### src/rtl/iob_cache_arb_pkg.sv
// Shared constants and types for the iob_cache front-end arbiter.
// Imported by the priority encoder and the arbiter top.
package iob_cache_arb_pkg;

  localparam int ARB_RR    = 0;
  localparam int ARB_FIXED = 1;

  typedef enum logic {
    IDLE = 1'b0,
    BUSY = 1'b1
  } arb_state_t;

  function automatic int port_w(input int n);
    return (n > 1) ? $clog2(n) : 1;
  endfunction

endpackage

### src/rtl/iob_cache_rr_prio.sv
// Rotating-mask priority encoder: first requester at or after ptr wins.
// In fixed mode the search always starts at port 0.
module iob_cache_rr_prio
  import iob_cache_arb_pkg::*;
#(
  parameter int N_PORTS = 2,
  parameter int PORT_W  = port_w(N_PORTS)
) (
  input  logic [N_PORTS-1:0] req,
  input  logic [PORT_W-1:0]  ptr,
  input  logic               mode,
  output logic [PORT_W-1:0]  gnt_idx,
  output logic               any_req
);

  int   base;
  int   idx;
  logic found;

  always_comb begin
    gnt_idx = '0;
    found   = 1'b0;
    idx     = 0;
    base    = mode ? 0 : int'(ptr);
    if (base >= N_PORTS) base = 0;
    for (int i = 0; i < N_PORTS; i++) begin
      idx = base + i;
      if (idx >= N_PORTS) idx = idx - N_PORTS;
      if (!found && req[idx]) begin
        found   = 1'b1;
        gnt_idx = PORT_W'(idx);
      end
    end
  end

  assign any_req = |req;

endmodule

### src/rtl/iob_cache_fe_arbiter.sv
// N-port native-interface arbiter in front of one iob_cache port.
// One registered request per grant; ready routed back to the owner.
module iob_cache_fe_arbiter
  import iob_cache_arb_pkg::*;
#(
  parameter int N_PORTS   = 2,
  parameter int FE_ADDR_W = 12,
  parameter int FE_DATA_W = 32,
  parameter int PRIO_MODE = 0,
  parameter int FE_NBYTES = FE_DATA_W / 8,
  parameter int FE_BYTE_W = $clog2(FE_NBYTES),
  parameter int PORT_W    = port_w(N_PORTS)
) (
  input  logic                                    clk,
  input  logic                                    reset,
  input  logic [N_PORTS-1:0]                      m_valid,
  input  logic [N_PORTS*(FE_ADDR_W-FE_BYTE_W)-1:0] m_addr,
  input  logic [N_PORTS*FE_DATA_W-1:0]            m_wdata,
  input  logic [N_PORTS*FE_NBYTES-1:0]            m_wstrb,
  output logic [N_PORTS*FE_DATA_W-1:0]            m_rdata,
  output logic [N_PORTS-1:0]                      m_ready,
  output logic                                    c_valid,
  output logic [FE_ADDR_W-FE_BYTE_W-1:0]          c_addr,
  output logic [FE_DATA_W-1:0]                    c_wdata,
  output logic [FE_NBYTES-1:0]                    c_wstrb,
  input  logic [FE_DATA_W-1:0]                    c_rdata,
  input  logic                                    c_ready,
  output logic [PORT_W-1:0]                       grant_id,
  output logic                                    busy
);

  localparam int ADDR_W = FE_ADDR_W - FE_BYTE_W;

  arb_state_t        state;
  arb_state_t        state_nxt;
  logic [PORT_W-1:0] ptr;
  logic [PORT_W-1:0] ptr_nxt;
  logic [PORT_W-1:0] gnt;
  logic              any_req;
  logic              fixed_mode;
  logic              capture;
  logic              done;

  assign fixed_mode = (PRIO_MODE == ARB_FIXED);

  iob_cache_rr_prio #(
    .N_PORTS(N_PORTS),
    .PORT_W (PORT_W)
  ) u_prio (
    .req    (m_valid),
    .ptr    (ptr),
    .mode   (fixed_mode),
    .gnt_idx(gnt),
    .any_req(any_req)
  );

  assign capture = (state == IDLE) && any_req;
  assign done    = (state == BUSY) && c_ready;

  always_ff @(posedge clk or negedge reset) begin
    if (!reset) state <= IDLE;
    else        state <= state_nxt;
  end

  always_comb begin
    state_nxt = state;
    m_ready   = '0;
    unique case (state)
      IDLE: begin
        if (any_req) state_nxt = BUSY;
      end
      BUSY: begin
        m_ready[grant_id] = c_ready;
        if (c_ready) state_nxt = IDLE;
      end
      default: state_nxt = IDLE;
    endcase
  end

  assign c_valid = (state == BUSY);
  assign busy    = (state == BUSY);
  assign m_rdata = {N_PORTS{c_rdata}};

  always_ff @(posedge clk or negedge reset) begin
    if (!reset) begin
      c_addr   <= '0;
      c_wdata  <= '0;
      c_wstrb  <= '0;
      grant_id <= '0;
    end else if (capture) begin
      c_addr   <= m_addr[int'(gnt)*ADDR_W +: ADDR_W];
      c_wdata  <= m_wdata[int'(gnt)*FE_DATA_W +: FE_DATA_W];
      c_wstrb  <= m_wstrb[int'(gnt)*FE_NBYTES +: FE_NBYTES];
      grant_id <= gnt;
    end
  end

  // Wrap explicitly so non-power-of-two port counts stay in range
  assign ptr_nxt = (int'(grant_id) == N_PORTS - 1) ? '0
                 : grant_id + PORT_W'(1);

  always_ff @(posedge clk or negedge reset) begin
    if (!reset)                   ptr <= '0;
    else if (done && !fixed_mode) ptr <= ptr_nxt;
  end

endmodule

### config.mk
export PLATFORM = sky130hd
export DESIGN_NAME = iob_cache_fe_arbiter
export DESIGN_NICKNAME = d
export VERILOG_FILES = /design/src/rtl/iob_cache_arb_pkg.sv /design/src/rtl/iob_cache_rr_prio.sv /design/src/rtl/iob_cache_fe_arbiter.sv
export SDC_FILE = /design/constraint.sdc
export NUM_CORES = 1
export LEC_CHECK = 0
export ABC_AREA = 0
export BUFFER_PORTS_ARGS = -buffer_cell sky130_fd_sc_hd__buf_2
export CAP_MARGIN = 25
export CORE_MARGIN = 4
export CORE_UTILIZATION = 40
export DETAILED_ROUTE_END_ITERATION = 12
export HOLD_SLACK_MARGIN = 0.02
export PLACE_DENSITY = 0.92
export RECOVER_POWER = 25
export SYNTH_ARGS = -nofsm -noshare
export SYNTH_HDL_FRONTEND = slang
export SYNTH_HIERARCHICAL = 1
export SYNTH_SLANG_ARGS = --single-unit
export TNS_END_PERCENT = 20
### constraint.sdc
create_clock -name clk -period 2.1 [get_ports clk]
set_clock_uncertainty 0.05 [all_clocks]
set_input_delay 0.105 -clock clk [delete_from_list [all_inputs] [get_ports clk]]
set_output_delay 0.105 -clock clk [all_outputs]
set_load 0.01 [all_outputs]
==> run metrics, run 1 <==
outcome complete, no violations; Max Clock Freq 532 MHz; combinational power share 42.4%; CP Max Fanout 14; syn_area_per_cell 13.4 sq um; post_cts resized 0; CP Launch Type register; Power Dens Cells 1020 nW/um^2; DPL Wire Length 4900 microns; Non-Filler Instances 412; antenna-violating nets left 0; internal power consumption 2.46 mW; Initial DRC Count 19; Placed Instances 404; Peak VDD IR 0.000510 V; CTS Buffer Depth 2; post-synth design cell area 3060 sq um; Min-Delay Path Class in -> reg; full die area 9120 sq um; YS warnings 6; clk_lat worst skew 0.29 ns; core area 7330 sq um; setup TNS 0 ns; largest net degree at the start of global routing 49; H-tree levels 2; fillers 657; Sw Ratio 31.9%; DR vias/cell 4.55; Nets 442; count of state elements after synthesis 49; Worst Hold Slack 0.0540 ns; Slew HR 48.6%; boundary pin count 244; TritonCTS clock tree done; layout cell share with drive strength beyond 1 81.2%; min Tclk post-route 1.88 ns; Worst-path clk slew 0.09 ns; Residual DRC 0; drt total wl 6090 microns; RSZ-0062 raised after global routing no; Final Wtd Congestion 0.710; WL/cell 14.8 microns; Clk network pwr share 15.5%; Net Switching 1.15 mW; number of CTS-inserted buffers 5; WP data required 2.23 ns; max-slew violation count 0; Arr. time, crit path 2.01 ns; worst slew pin tran 0.770 ns; vias in the first global route 2090; synth-to-layout area growth 15.2%; initial antenna violation count 0; kind of critical path reg -> reg; synth unique cells 16; fin crit share 89.6%; Worst setup EP type register; Core Rows 31; Synthesized Nets 357; Root Driver clkbuf_8; max-cap violation count 0; Post-Synthesis Cells 228; Initial Utilization 41.8%; overall power 3.61 mW; setup repair bufs after CTS 0; final hold viol count 0; Diodes inserted 0; first-pass GRT wire length 9560 microns; Lkg Pwr 1.80 nW; die width 95.5 microns; hold-fix buffers at CTS 1; PortBufs 147; Seq/Total Area, Yosys 40.0%; Finish-stage setup viols 0; via count 1874; sequential share of power 42.2%; Total Routing Usage GR 13.5%; Final Util 48.1%; die height 95.5 microns; Sink Count 49; gr ovfl total 0; TritonRoute pass-1 iters 2
==> logic make-up after synthesis <==
kind of cell           Yosys count  synth area share (%)
other                            1                 0.122
buffers and inverters           76                  18.9
multiplexers                    93                  39.0
flip-flops                      49                  40.0
AND/OR/NAND/NOR                  6                  1.23
AO/OA/AOI/OAI                    3                 0.736
==> worst max-delay path: stages, from the launching register on <==
cell and delay (ns):
dfrtp_1 0.36, nand2b_1 0.10, a21boi_4 0.33, buf_4 0.30, mux2_2 0.36, mux2_2 0.27
==> per-layer routing <==
layer  track usage, %  vias to the layer above  part of all wire [%]  routed length (microns)
met2             24.7                       92                    53                     3240
met1             13.8                      876                    34                     2060
met3             4.26                       25                   9.9                      600
met5                0                        -                     0                        0
met4             6.40                        0                   3.0                      184
li1                 -                      881                     -                        -
==> power groups by stage <==
stage / clock, mW / sequential [mW] / combinational, mW
floorplan: 0 / 1.71 / 0.885
global placement: 0 / 1.52 / 1.51
detailed placement: 0 / 1.55 / 1.56
CTS: 0.589 / 1.53 / 1.56
global route: 0.623 / 1.58 / 1.66
finish: 0.559 / 1.52 / 1.53
==> synthesized netlist by cell type <==
master / n / area share [%]
buf_2: 3 / 0.49
buf_6: 5 / 1.8
mux2_2: 54 / 20
or2_1: 1 / 0.20
mux2_4: 39 / 19
nand2_1: 1 / 0.12
and3_1: 1 / 0.20
conb_1: 1 / 0.12
inv_1: 1 / 0.12
nand2b_1: 1 / 0.20
nor2b_1: 1 / 0.20
a21boi_1: 1 / 0.25
and3b_1: 1 / 0.29
buf_4: 67 / 16
a21o_1: 2 / 0.49
dfrtp_1: 49 / 40
==> layout by cell type (no fill, tap or decap), drive strengths merged <==
master and count:
conb 1, nand2 1, clkinvlp 1, nand2b 1, dlygate4sd3 1, a21boi 1, and3 1, dfrtp 49
and3b 1, mux2 93, nor2b 1, a21o 2, clkbuf 6, inv 1, buf 152, or2 1
==> final cells by class <==
class / count / area, sq um / area share [%]
clock inverters: 1 / 7.51 / 0.213
inverters: 1 / 3.75 / 0.106
flip-flops and latches: 49 / 1230 / 34.8
multi-input cells: 103 / 1280 / 36.2
repair buffers: 153 / 808 / 22.9
clock buffers: 6 / 82.6 / 2.34
well taps: 99 / 124 / 3.51
==> through the flow <==
step / area, sq um / worst slack, ns
2_1_floorplan: 3060 / 0.490
3_3_place_gp: 3430 / 0.300
3_5_place_dp: 3430 / 0.225
4_1_cts: 3530 / 0.206
5_1_grt: 3530 / 0.126
6_report: 3530 / 0.219
==> registers in the layout (all words and copies together) (netlist names) <==
name      count
c_wstrb       4
ptr           1
busy          1
grant_id      1
c_wdata      32
c_addr       10
==> final timing paths <==
check                           startpoint          end  slack (ns)  cells after the start
min in group asynchronous            reset   c_wdata[2]        0.37                      2
max in group asynchronous            reset  c_wdata[28]        0.96                      3
worst max-delay path                   ptr  c_wdata[22]        0.22                      5
worst max register to register         ptr  c_wdata[22]        0.22                      5
worst min-delay path               c_ready         busy        0.05                      3
worst min register to register         ptr          ptr        0.45                      1
Note: power is estimated with default switching activity, not from simulation.
==> run 2, diff against run 1 <==
- CORE_UTILIZATION: 40 -> 41
- CTS_BUF_LIST: unset -> sky130_fd_sc_hd__clkbuf_8
- PLACE_DENSITY: 0.92 -> 0.93
==> run 2 against run 1 <==
Sequential power hardly changed. Largest cell class unchanged. Sequential share of layout area fell by 0.23 points. Highest routed layer unchanged. Global-route usage grew 0.20 points. Cell area is 0.67% higher. Combinational power about the same. Worst setup slack gained 0.097 ns. Critical path depth did not move. Total power is 6.1% higher.
==> run metrics, run 2 (synthesis gave the netlist of run 1 again) <==
die height 94.4 microns; Residual DRC 0; max-slew violation count 0; WL/cell 15.4 microns; Nets 441; number of CTS-inserted buffers 5; vias in the first global route 2103; Root Driver clkbuf_8; delay-heaviest family, CP multiplexers; Critical Path Max Stage Delay 0.38 ns; Worst setup EP type register; first-pass GRT wire length 9680 microns; top flop regs c_wdata x32, c_addr x10, c_wstrb x4; setup repair bufs after CTS 0; Hold Path End ptr; Top reg by flops c_wdata; Diodes inserted 0; Max Clock Freq 561 MHz; RSZ-0062 raised after global routing no; CP Launch Type register; Arr. time, crit path 1.92 ns; Finish-stage setup viols 0; setup ws final 0.316 ns; Power Dens Cells 1080 nW/um^2; CTS Buffer Depth 2; Min-Delay Path Class in -> reg; full die area 8910 sq um; antenna-violating nets left 0; min Tclk post-route 1.78 ns; post_cts resized 0; layout cell share with drive strength beyond 1 81.2%; Total Routing Usage GR 13.7%; TritonRoute pass-1 iters 3; critical path, cell by cell nand2b_1 > a21boi_4 > buf_12 > mux2_2 > mux2_2; WP data required 2.24 ns; Final Wtd Congestion 0.681; max FFs per register 32; max-cap violation count 0; R2R Path End c_wstrb[3]; Crit path top cell by count mux2_2; CP max stage cell mux2_2; Slew HR 63.4%; DR vias/cell 4.70; H-tree levels 2; DPL Wire Length 5020 microns; PortBufs 147; setup TNS 0 ns; commonest non-fill, non-tap cells in the layout buf_2, mux2_2, dfrtp_1; largest net degree at the start of global routing 48; TritonCTS clock tree done; kind of critical path reg -> reg; reg2reg start ptr; fin crit share 84.9%; outcome complete, no violations; gr ovfl total 0; Initial Utilization 42.2%; internal reg-to-reg setup slack 0.32 ns; pre-CTS setup slack 0.324 ns; boundary pin count 244; hold path start c_ready; Initial DRC Count 12; Worst-path clk slew 0.09 ns; synth-to-layout area growth 16.0%; hold-fix buffers at CTS 1; initial antenna violation count 0; final hold viol count 0; Core Rows 31; hold path depth 3; Lkg Pwr 1.81 nW; die width 94.4 microns; commonest non-fill, non-tap cell in the layout buf_2; worst slew pin tran 0.550 ns; CP Max Fanout 47; core area 7250 sq um; via count 1937; clk_lat worst skew 0.29 ns; Peak VDD IR 0.000436 V; r2r worst-path depth 5; drt total wl 6330 microns; CP Buf/Inv Count 1; Sink Count 49
run 2: cell count changes in the layout (fill, tap and decap cells not counted), sizes merged:
cell      previous run  this run
clkbuf               6         5
clkinv               0         1
buf                152       151
bufinv               0         2
clkinvlp             1         0
run 2: area by class of cell:
cell class	instances	area (sq um)
Clock buffer	5	68.8
Clock inverter	3	65.1
Fill cell	682	3700
Inverter	1	3.75
Multi-Input combinational cell	103	1280
Sequential cell	49	1230
Tap cell	99	124
Timing Repair Buffer	152	788
run 2: power by group:
part           internal, mW  leakage [nW]  switching, mW
clock network         0.473        0.0681          0.315
registers              1.32         0.572          0.198
logic                 0.866          1.17          0.656
run 2: how the worst max path moves through the flow:
stage / cells after the start / start / end
2_1_floorplan: 6 / ptr / c_addr[1]
3_3_place_gp: 5 / ptr / c_wdata[15]
3_5_place_dp: 5 / ptr / c_wstrb[3]
4_1_cts: 5 / ptr / c_wstrb[3]
5_1_grt: 5 / ptr / c_wdata[19]
6_report: 5 / ptr / c_wstrb[3]
run 2: worst register-to-register path, delay by kind of cell (launching register included):
family                 cells  cell delay, ns
AOI/OAI and AO/OA          1            0.18
muxes                      2            0.70
buffers and inverters      1            0.29
DFF                        1            0.36
and+or+nand+nor            1            0.10
run 2: routing by layer:
| metal | wire length, microns | global-route usage, % |
|---|---|---|
| met4 | 205 | 6.74 |
| met1 | 2080 | 13.2 |
| met3 | 568 | 4.70 |
| met5 | 0 | 0 |
| met2 | 3480 | 25.7 |
run 2: stage by stage:
step / utilization (%) / total power, mW / std cells / hold WS [ns] / instance area, sq um
6_report: 49.0 / 3.83 / 412 / 0.0543 / 3550
5_1_grt: 49.0 / 4.07 / 412 / 0.0580 / 3550
4_1_cts: 49.0 / 3.91 / 412 / 0.0415 / 3550
3_5_place_dp: 47.0 / 3.10 / 403 / 0.0778 / 3410
3_3_place_gp: 47.0 / 3.02 / 403 / 0.0669 / 3410
2_1_floorplan: - / 2.59 / 228 / -0.241 / 3060
